<file path="src/rtl/message_sequencer.sv">
// message_sequencer
// Frame-synchronous page controller running in the pixel-clock domain.
// It debounces the push button and tracks the displayed message page.
// Page changes are sequenced as fade-out, page switch, then fade-in.
// Page and brightness only change on frame ticks, so a change never lands mid-frame.
// Pages auto-advance after a programmable hold time.
//
// Ports:
//   clk        in   pixel clock
//   reset      in   synchronous, active-high reset
//   button     in   raw push button, active high (asynchronous)
//   vs         in   vertical sync, active low, same clock domain
//   page       out  current page index, 0..NUM_PAGES-1
//   brightness out  display intensity, 0 = black, 15 = full
//   frame_tick out  one-cycle pulse per frame
//   busy       out  high while a transition is in progress
//
// States:
//   SHOW     | page displayed at full brightness, hold counter running
//   FADE_OUT | brightness stepping down toward 0
//   SWITCH   | single cycle, page advances
//   FADE_IN  | brightness stepping up toward 15
module message_sequencer #(
  parameter int DEBOUNCE_CYCLES  = 250000,
  parameter int NUM_PAGES        = 4,
  parameter int HOLD_FRAMES      = 300,
  parameter int FADE_STEP_FRAMES = 4
) (
  input  logic       clk,
  input  logic       reset,
  input  logic       button,
  input  logic       vs,
  output logic [2:0] page,
  output logic [3:0] brightness,
  output logic       frame_tick,
  output logic       busy
);

  localparam int DBW = (DEBOUNCE_CYCLES > 1) ? $clog2(DEBOUNCE_CYCLES) : 1;
  localparam int HLW = (HOLD_FRAMES > 1) ? $clog2(HOLD_FRAMES) : 1;
  localparam int STW = (FADE_STEP_FRAMES > 1) ? $clog2(FADE_STEP_FRAMES) : 1;

  localparam logic [DBW-1:0] DB_LAST   = DBW'(DEBOUNCE_CYCLES - 1);
  localparam logic [HLW-1:0] HOLD_LAST = HLW'((HOLD_FRAMES > 0) ? HOLD_FRAMES - 1 : 0);
  localparam logic [STW-1:0] STEP_LAST = STW'(FADE_STEP_FRAMES - 1);
  localparam logic [2:0]     PAGE_LAST = 3'(NUM_PAGES - 1);

  typedef enum logic [1:0] {SHOW, FADE_OUT, SWITCH, FADE_IN} state_t;

  state_t           state, state_n;
  logic [2:0]       page_n;
  logic [3:0]       brightness_n;
  logic [HLW-1:0]   hold_cnt, hold_cnt_n;
  logic [STW-1:0]   step_cnt, step_cnt_n;
  logic             pending, pending_n;
  logic             consume;

  logic             btn_meta, btn_sync;
  logic             db_level, db_prev;
  logic [DBW-1:0]   db_cnt;
  logic             vs_q;
  logic             press;

  // Button synchronizer, debounce and frame tick detection
  always_ff @(posedge clk) begin
    if (reset) begin
      btn_meta   <= 1'b0;
      btn_sync   <= 1'b0;
      db_level   <= 1'b0;
      db_prev    <= 1'b0;
      db_cnt     <= '0;
      vs_q       <= 1'b1;
      frame_tick <= 1'b0;
    end else begin
      btn_meta <= button;
      btn_sync <= btn_meta;
      db_prev  <= db_level;
      // Any sample agreeing with the accepted level restarts the stability window
      if (btn_sync == db_level) begin
        db_cnt <= '0;
      end else if (db_cnt == DB_LAST) begin
        db_level <= btn_sync;
        db_cnt   <= '0;
      end else begin
        db_cnt <= db_cnt + 1'b1;
      end
      vs_q       <= vs;
      frame_tick <= vs_q & ~vs;
    end
  end

  assign press = db_level & ~db_prev;
  assign busy  = (state != SHOW);

  always_ff @(posedge clk) begin
    if (reset) begin
      state      <= SHOW;
      page       <= 3'd0;
      brightness <= 4'd15;
      hold_cnt   <= '0;
      step_cnt   <= '0;
      pending    <= 1'b0;
    end else begin
      state      <= state_n;
      page       <= page_n;
      brightness <= brightness_n;
      hold_cnt   <= hold_cnt_n;
      step_cnt   <= step_cnt_n;
      pending    <= pending_n;
    end
  end

  always_comb begin
    state_n      = state;
    page_n       = page;
    brightness_n = brightness;
    hold_cnt_n   = hold_cnt;
    step_cnt_n   = step_cnt;
    consume      = 1'b0;
    case (state)
      SHOW: begin
        if (frame_tick) begin
          if (pending) begin
            consume    = 1'b1;
            state_n    = FADE_OUT;
            hold_cnt_n = '0;
            step_cnt_n = '0;
          end else if ((HOLD_FRAMES != 0) && (hold_cnt == HOLD_LAST)) begin
            state_n    = FADE_OUT;
            hold_cnt_n = '0;
            step_cnt_n = '0;
          end else begin
            hold_cnt_n = hold_cnt + 1'b1;
          end
        end
      end
      FADE_OUT: begin
        if (frame_tick) begin
          if (step_cnt == STEP_LAST) begin
            step_cnt_n = '0;
            // The step that would go below 0 ends the fade instead
            if (brightness == 4'd0) state_n = SWITCH;
            else brightness_n = brightness - 4'd1;
          end else begin
            step_cnt_n = step_cnt + 1'b1;
          end
        end
      end
      SWITCH: begin
        page_n     = (page == PAGE_LAST) ? 3'd0 : page + 3'd1;
        step_cnt_n = '0;
        state_n    = FADE_IN;
      end
      FADE_IN: begin
        if (frame_tick) begin
          if (step_cnt == STEP_LAST) begin
            step_cnt_n = '0;
            if (brightness != 4'd15) brightness_n = brightness + 4'd1;
            if (brightness >= 4'd14) begin
              state_n    = SHOW;
              hold_cnt_n = '0;
            end
          end else begin
            step_cnt_n = step_cnt + 1'b1;
          end
        end
      end
      default: state_n = SHOW;
    endcase
    // A press arriving in the same cycle as a consume becomes the new pending press
    pending_n = (pending & ~consume) | press;
  end

endmodule

</file>
<file path="config.mk">
export PLATFORM = sky130hd
export DESIGN_NAME = message_sequencer
export DESIGN_NICKNAME = d
export VERILOG_FILES = /design/src/rtl/message_sequencer.sv
export SDC_FILE = /design/constraint.sdc
export NUM_CORES = 1
export LEC_CHECK = 0
export ABC_AREA = 0
export CELL_PAD_IN_SITES_DETAIL_PLACEMENT = 1
export CELL_PAD_IN_SITES_GLOBAL_PLACEMENT = 1
export CORE_ASPECT_RATIO = 1.75
export CORE_UTILIZATION = 34
export CTS_CLUSTER_SIZE = 40
export DETAILED_ROUTE_END_ITERATION = 12
export PLACE_DENSITY_LB_ADDON = 0.1
export REMOVE_ABC_BUFFERS = 1
export SYNTH_ARGS = -nofsm -noshare
export SYNTH_HDL_FRONTEND = slang
export SYNTH_SLANG_ARGS = --single-unit
</file>
<file path="constraint.sdc">
create_clock -name clk -period 2.4 [get_ports clk]
set_input_delay 0.36 -clock clk [delete_from_list [all_inputs] [get_ports clk]]
set_output_delay 0.36 -clock clk [all_outputs]
set_load 0.005 [all_outputs]
</file>
==> qor.tcl <==
set qor(run_status) {complete, no violations}
set qor(nets) 278
set qor(detail_route.wirelength_um) 5040
set qor(clock_share_of_power_pct) 39.9
set qor(postRouteAntennaNets) 0
set qor(route.detailed.vias_per_inst) 5.19
set qor(final_min_period_over_clock_period_pct) 86.8
set qor(drt-initial-drc-count) 40
set qor(skew_ns) 0.0114
set qor(cts_num_sinks) 45
set qor(synth_area_leaders) {sky130_fd_sc_hd__dfxtp_1, sky130_fd_sc_hd__ha_1, sky130_fd_sc_hd__nor2_1}
set qor(finalMaxSlewViolations) 0
set qor(timing.final.hold_violations) 0
set qor(synth_edf_count) 0
set qor(synth.top_cell.area_share_pct) 41.9
set qor(path_class) {flop to flop}
set qor(insertedDiodeCount) 0
set qor(cts_tree) {done}
set qor(cts-htree-levels) 2
set qor(p_sw_share_pct) 21.9
set qor(drcViolationCount) 0
set qor(synthDistinctLibCells) 39
set qor(area_delta_synth_final_pct) 14.4
set qor(dr_total_vias) 1780
set qor(detailedPlacementHpwl_um) 3780
set qor(post_route_cells_drive_above_1_share_pct) 5.32
set qor(power.static_leakage_nw) 0.827
set qor(power.net_switching_mw) 0.288
set qor(synth.ff_latch_count) 45
set qor(synthArstFlopShare_pct) 0
set qor(sequentialPowerShare_pct) 57.5
set qor(worstSetupStartpointType) {flop}
set qor(crit_arrival_ns) 2.31
set qor(cts_repair_resize_count) 0
set qor(synth.most_common_cell) {sky130_fd_sc_hd__dfxtp_1}
set qor(yosysSeqAreaShare_pct) 41.9
set qor(grt_pass1_wl_um) 8400
set qor(clk_pin_slew_worst_paths_ns) 0.09
set qor(crit_fanout) 7
set qor(totalNegativeSetupSlack_ns) 0
set qor(p_per_area_nw_per_um2) 535
set qor(required_ns) 2.62
set qor(final.fill_count) 729
set qor(dieWidth_um) 62.1
set qor(max-slew-margin-rel_pct) 55.5
set qor(worstSetupEndpointType) {flop}
set qor(first_global_vias) 1864
set qor(tightest_slew_ns) 0.660
set qor(yosys_warnings) 0
set qor(initial_utilization_pct) 35.0
set qor(timing.fmax_ghz) 0.480
set qor(cts_made_buffers) 5
set qor(drt-pass1-iter-count) 4
set qor(grt_remaining_overflow) 0
set qor(antenna_found_initial) 0
set qor(fin_worst_hold_slack_ns) 0.414
set qor(groute.usage.overall_pct) 17.1
set qor(synthCells) 246
set qor(post_cts_hold_buffer_count) 0
set qor(post-synth-top-area-cell) {sky130_fd_sc_hd__dfxtp_1}
set qor(dp_worst_setup_slack_ns) 0.353
set qor(worst_min_path_class) {flop to flop}
set qor(final_core_util_pct) 40.1
set qor(vdd_ir_drop_max_v) 0.000254
set qor(cts_post_setup_buffers_inserted) 0
set qor(multi_input_comb_area_um2) 1180
set qor(synthesis.area_um2) 2150
set qor(routability_congestion) 0.767
set qor(unrepaired_setup_endpoints_after_global_routing) {false}
set qor(sequential_cell_area_um2) 901
set qor(clockBufferDepth) 2
set qor(main_synth_ff_type) {sky130_fd_sc_hd__dfxtp_1}
set qor(postLayoutSetupSlackWorst_ns) 0.317
set qor(avgRoutedWirePerCell_um) 14.7
set qor(worst_skew_pair.late_latency_ns) 0.30
set qor(numPortBuffers) 12
set qor(comb_power_share_pct) 2.6
set qor(ios) 13
set qor(period_needed_ns) 2.08
set qor(grt_max_degree) 29
set qor(power_report.internal_total_mw) 1.03
set qor(coreArea_um2) 6130
set qor(core.rowCount) 38
set qor(maxCapViolCount) 0
set qor(die_h_um) 107
set qor(cts_root_buf) {sky130_fd_sc_hd__clkbuf_8}
set qor(setup_viol) 0
set qor(synth_common_cells) {sky130_fd_sc_hd__dfxtp_1, sky130_fd_sc_hd__nor2_1, sky130_fd_sc_hd__a21oi_1, sky130_fd_sc_hd__nand2_1, sky130_fd_sc_hd__nand3_1}
set qor(fp.dieArea_um2) 6650
set qor(postSynthAreaPerCell_um2) 8.73
layer usage:
| metal | up-vias | global-route usage, % | part of all wire [%] | routed length [µm] |
|---|---|---|---|---|
| met5 | - | 0 | 0 | 0 |
| met3 | 7 | 2.53 | 1.9 | 96 |
| met4 | 0 | 6.83 | 1.7 | 88 |
| met2 | 12 | 33.2 | 60 | 3010 |
| li1 | 891 | - | - | - |
| met1 | 870 | 16.3 | 37 | 1850 |
kinds of logic after synthesis:
family | share of synthesized area [%]
mux | 0.466
flops | 41.9
simple gates | 27.7
buf+inv | 3.14
compound gates | 10.4
fa+ha+maj | 7.34
xor+xnor | 8.97
critical path, stage by stage (launching register included):
cell and delay [ns]:
sky130_fd_sc_hd__dfxtp_1 0.40, sky130_fd_sc_hd__ha_1 0.32, sky130_fd_sc_hd__nand4_1 0.20, sky130_fd_sc_hd__o21ai_0 0.58
sky130_fd_sc_hd__nand4_1 0.20, sky130_fd_sc_hd__xor2_1 0.19, sky130_fd_sc_hd__nor3_1 0.13
through the flow:
| step | std cells | power [mW] | cell area (µm²) |
|---|---|---|---|
| global placement | 335 | 0.809 | 2360 |
| global route | 343 | 1.37 | 2460 |
| floorplan | 241 | 0.787 | 2120 |
| CTS | 343 | 1.34 | 2460 |
| detailed placement | 335 | 0.809 | 2360 |
| finish | 343 | 1.31 | 2460 |
registers in the layout, indices dropped and copies added, names as in the netlist, 2 cells and up:
name	flops
step_cnt	2
db_cnt	18
state	2
page	3
hold_cnt	9
brightness	4
power groups by stage:
| stage | Combinational, mW | Sequential [mW] | Clock (mW) |
|---|---|---|---|
| final | 0.0342 | 0.757 | 0.524 |
| after global routing | 0.0389 | 0.758 | 0.574 |
| after CTS | 0.0353 | 0.757 | 0.548 |
| after detailed placement | 0.0349 | 0.774 | 0 |
| after global placement | 0.0350 | 0.774 | 0 |
| after floorplan | 0.0141 | 0.773 | 0 |
area by class of cell:
class,count,area share [%]
Multi-Input combinational cell,185,48.0
Sequential cell,45,36.6
Timing Repair Buffer,14,5.50
Tap cell,80,4.07
Clock buffer,7,3.92
Inverter,11,1.68
Clock inverter,1,0.204
worst paths after layout:
check	endpoint	cells after the start	slack, ns	from
setup / recovery	hold_cnt[8]$_SDFFE_PP0P_	6	0.32	state[0]$_SDFFE_PP0P_
hold / removal	frame_tick$_SDFF_PP0_	2	0.41	vs_q$_SDFF_PP1_
hold reg to reg	frame_tick$_SDFF_PP0_	2	0.41	vs_q$_SDFF_PP1_
setup reg to reg	hold_cnt[8]$_SDFFE_PP0P_	6	0.32	state[0]$_SDFFE_PP0P_
layout by cell type (no fill, tap or decap), types with 7 or more instances in the layout:
cell                              netlist  routed
sky130_fd_sc_hd__xor2_1                11      11
sky130_fd_sc_hd__nand4_1                8       8
sky130_fd_sc_hd__xnor2_1               11      11
sky130_fd_sc_hd__a21oi_1               14      14
sky130_fd_sc_hd__ha_1                  11      11
sky130_fd_sc_hd__nand2_1               13      13
sky130_fd_sc_hd__o21ai_0                8       8
sky130_fd_sc_hd__nor2b_1                8       8
sky130_fd_sc_hd__clkbuf_8               0       7
sky130_fd_sc_hd__dfxtp_1               45      45
sky130_fd_sc_hd__inv_1                 11      11
sky130_fd_sc_hd__clkdlybuf4s50_1        0      12
sky130_fd_sc_hd__nand3_1               13      13
sky130_fd_sc_hd__nor2_1                34      34
(Power assumes the default switching activity.)
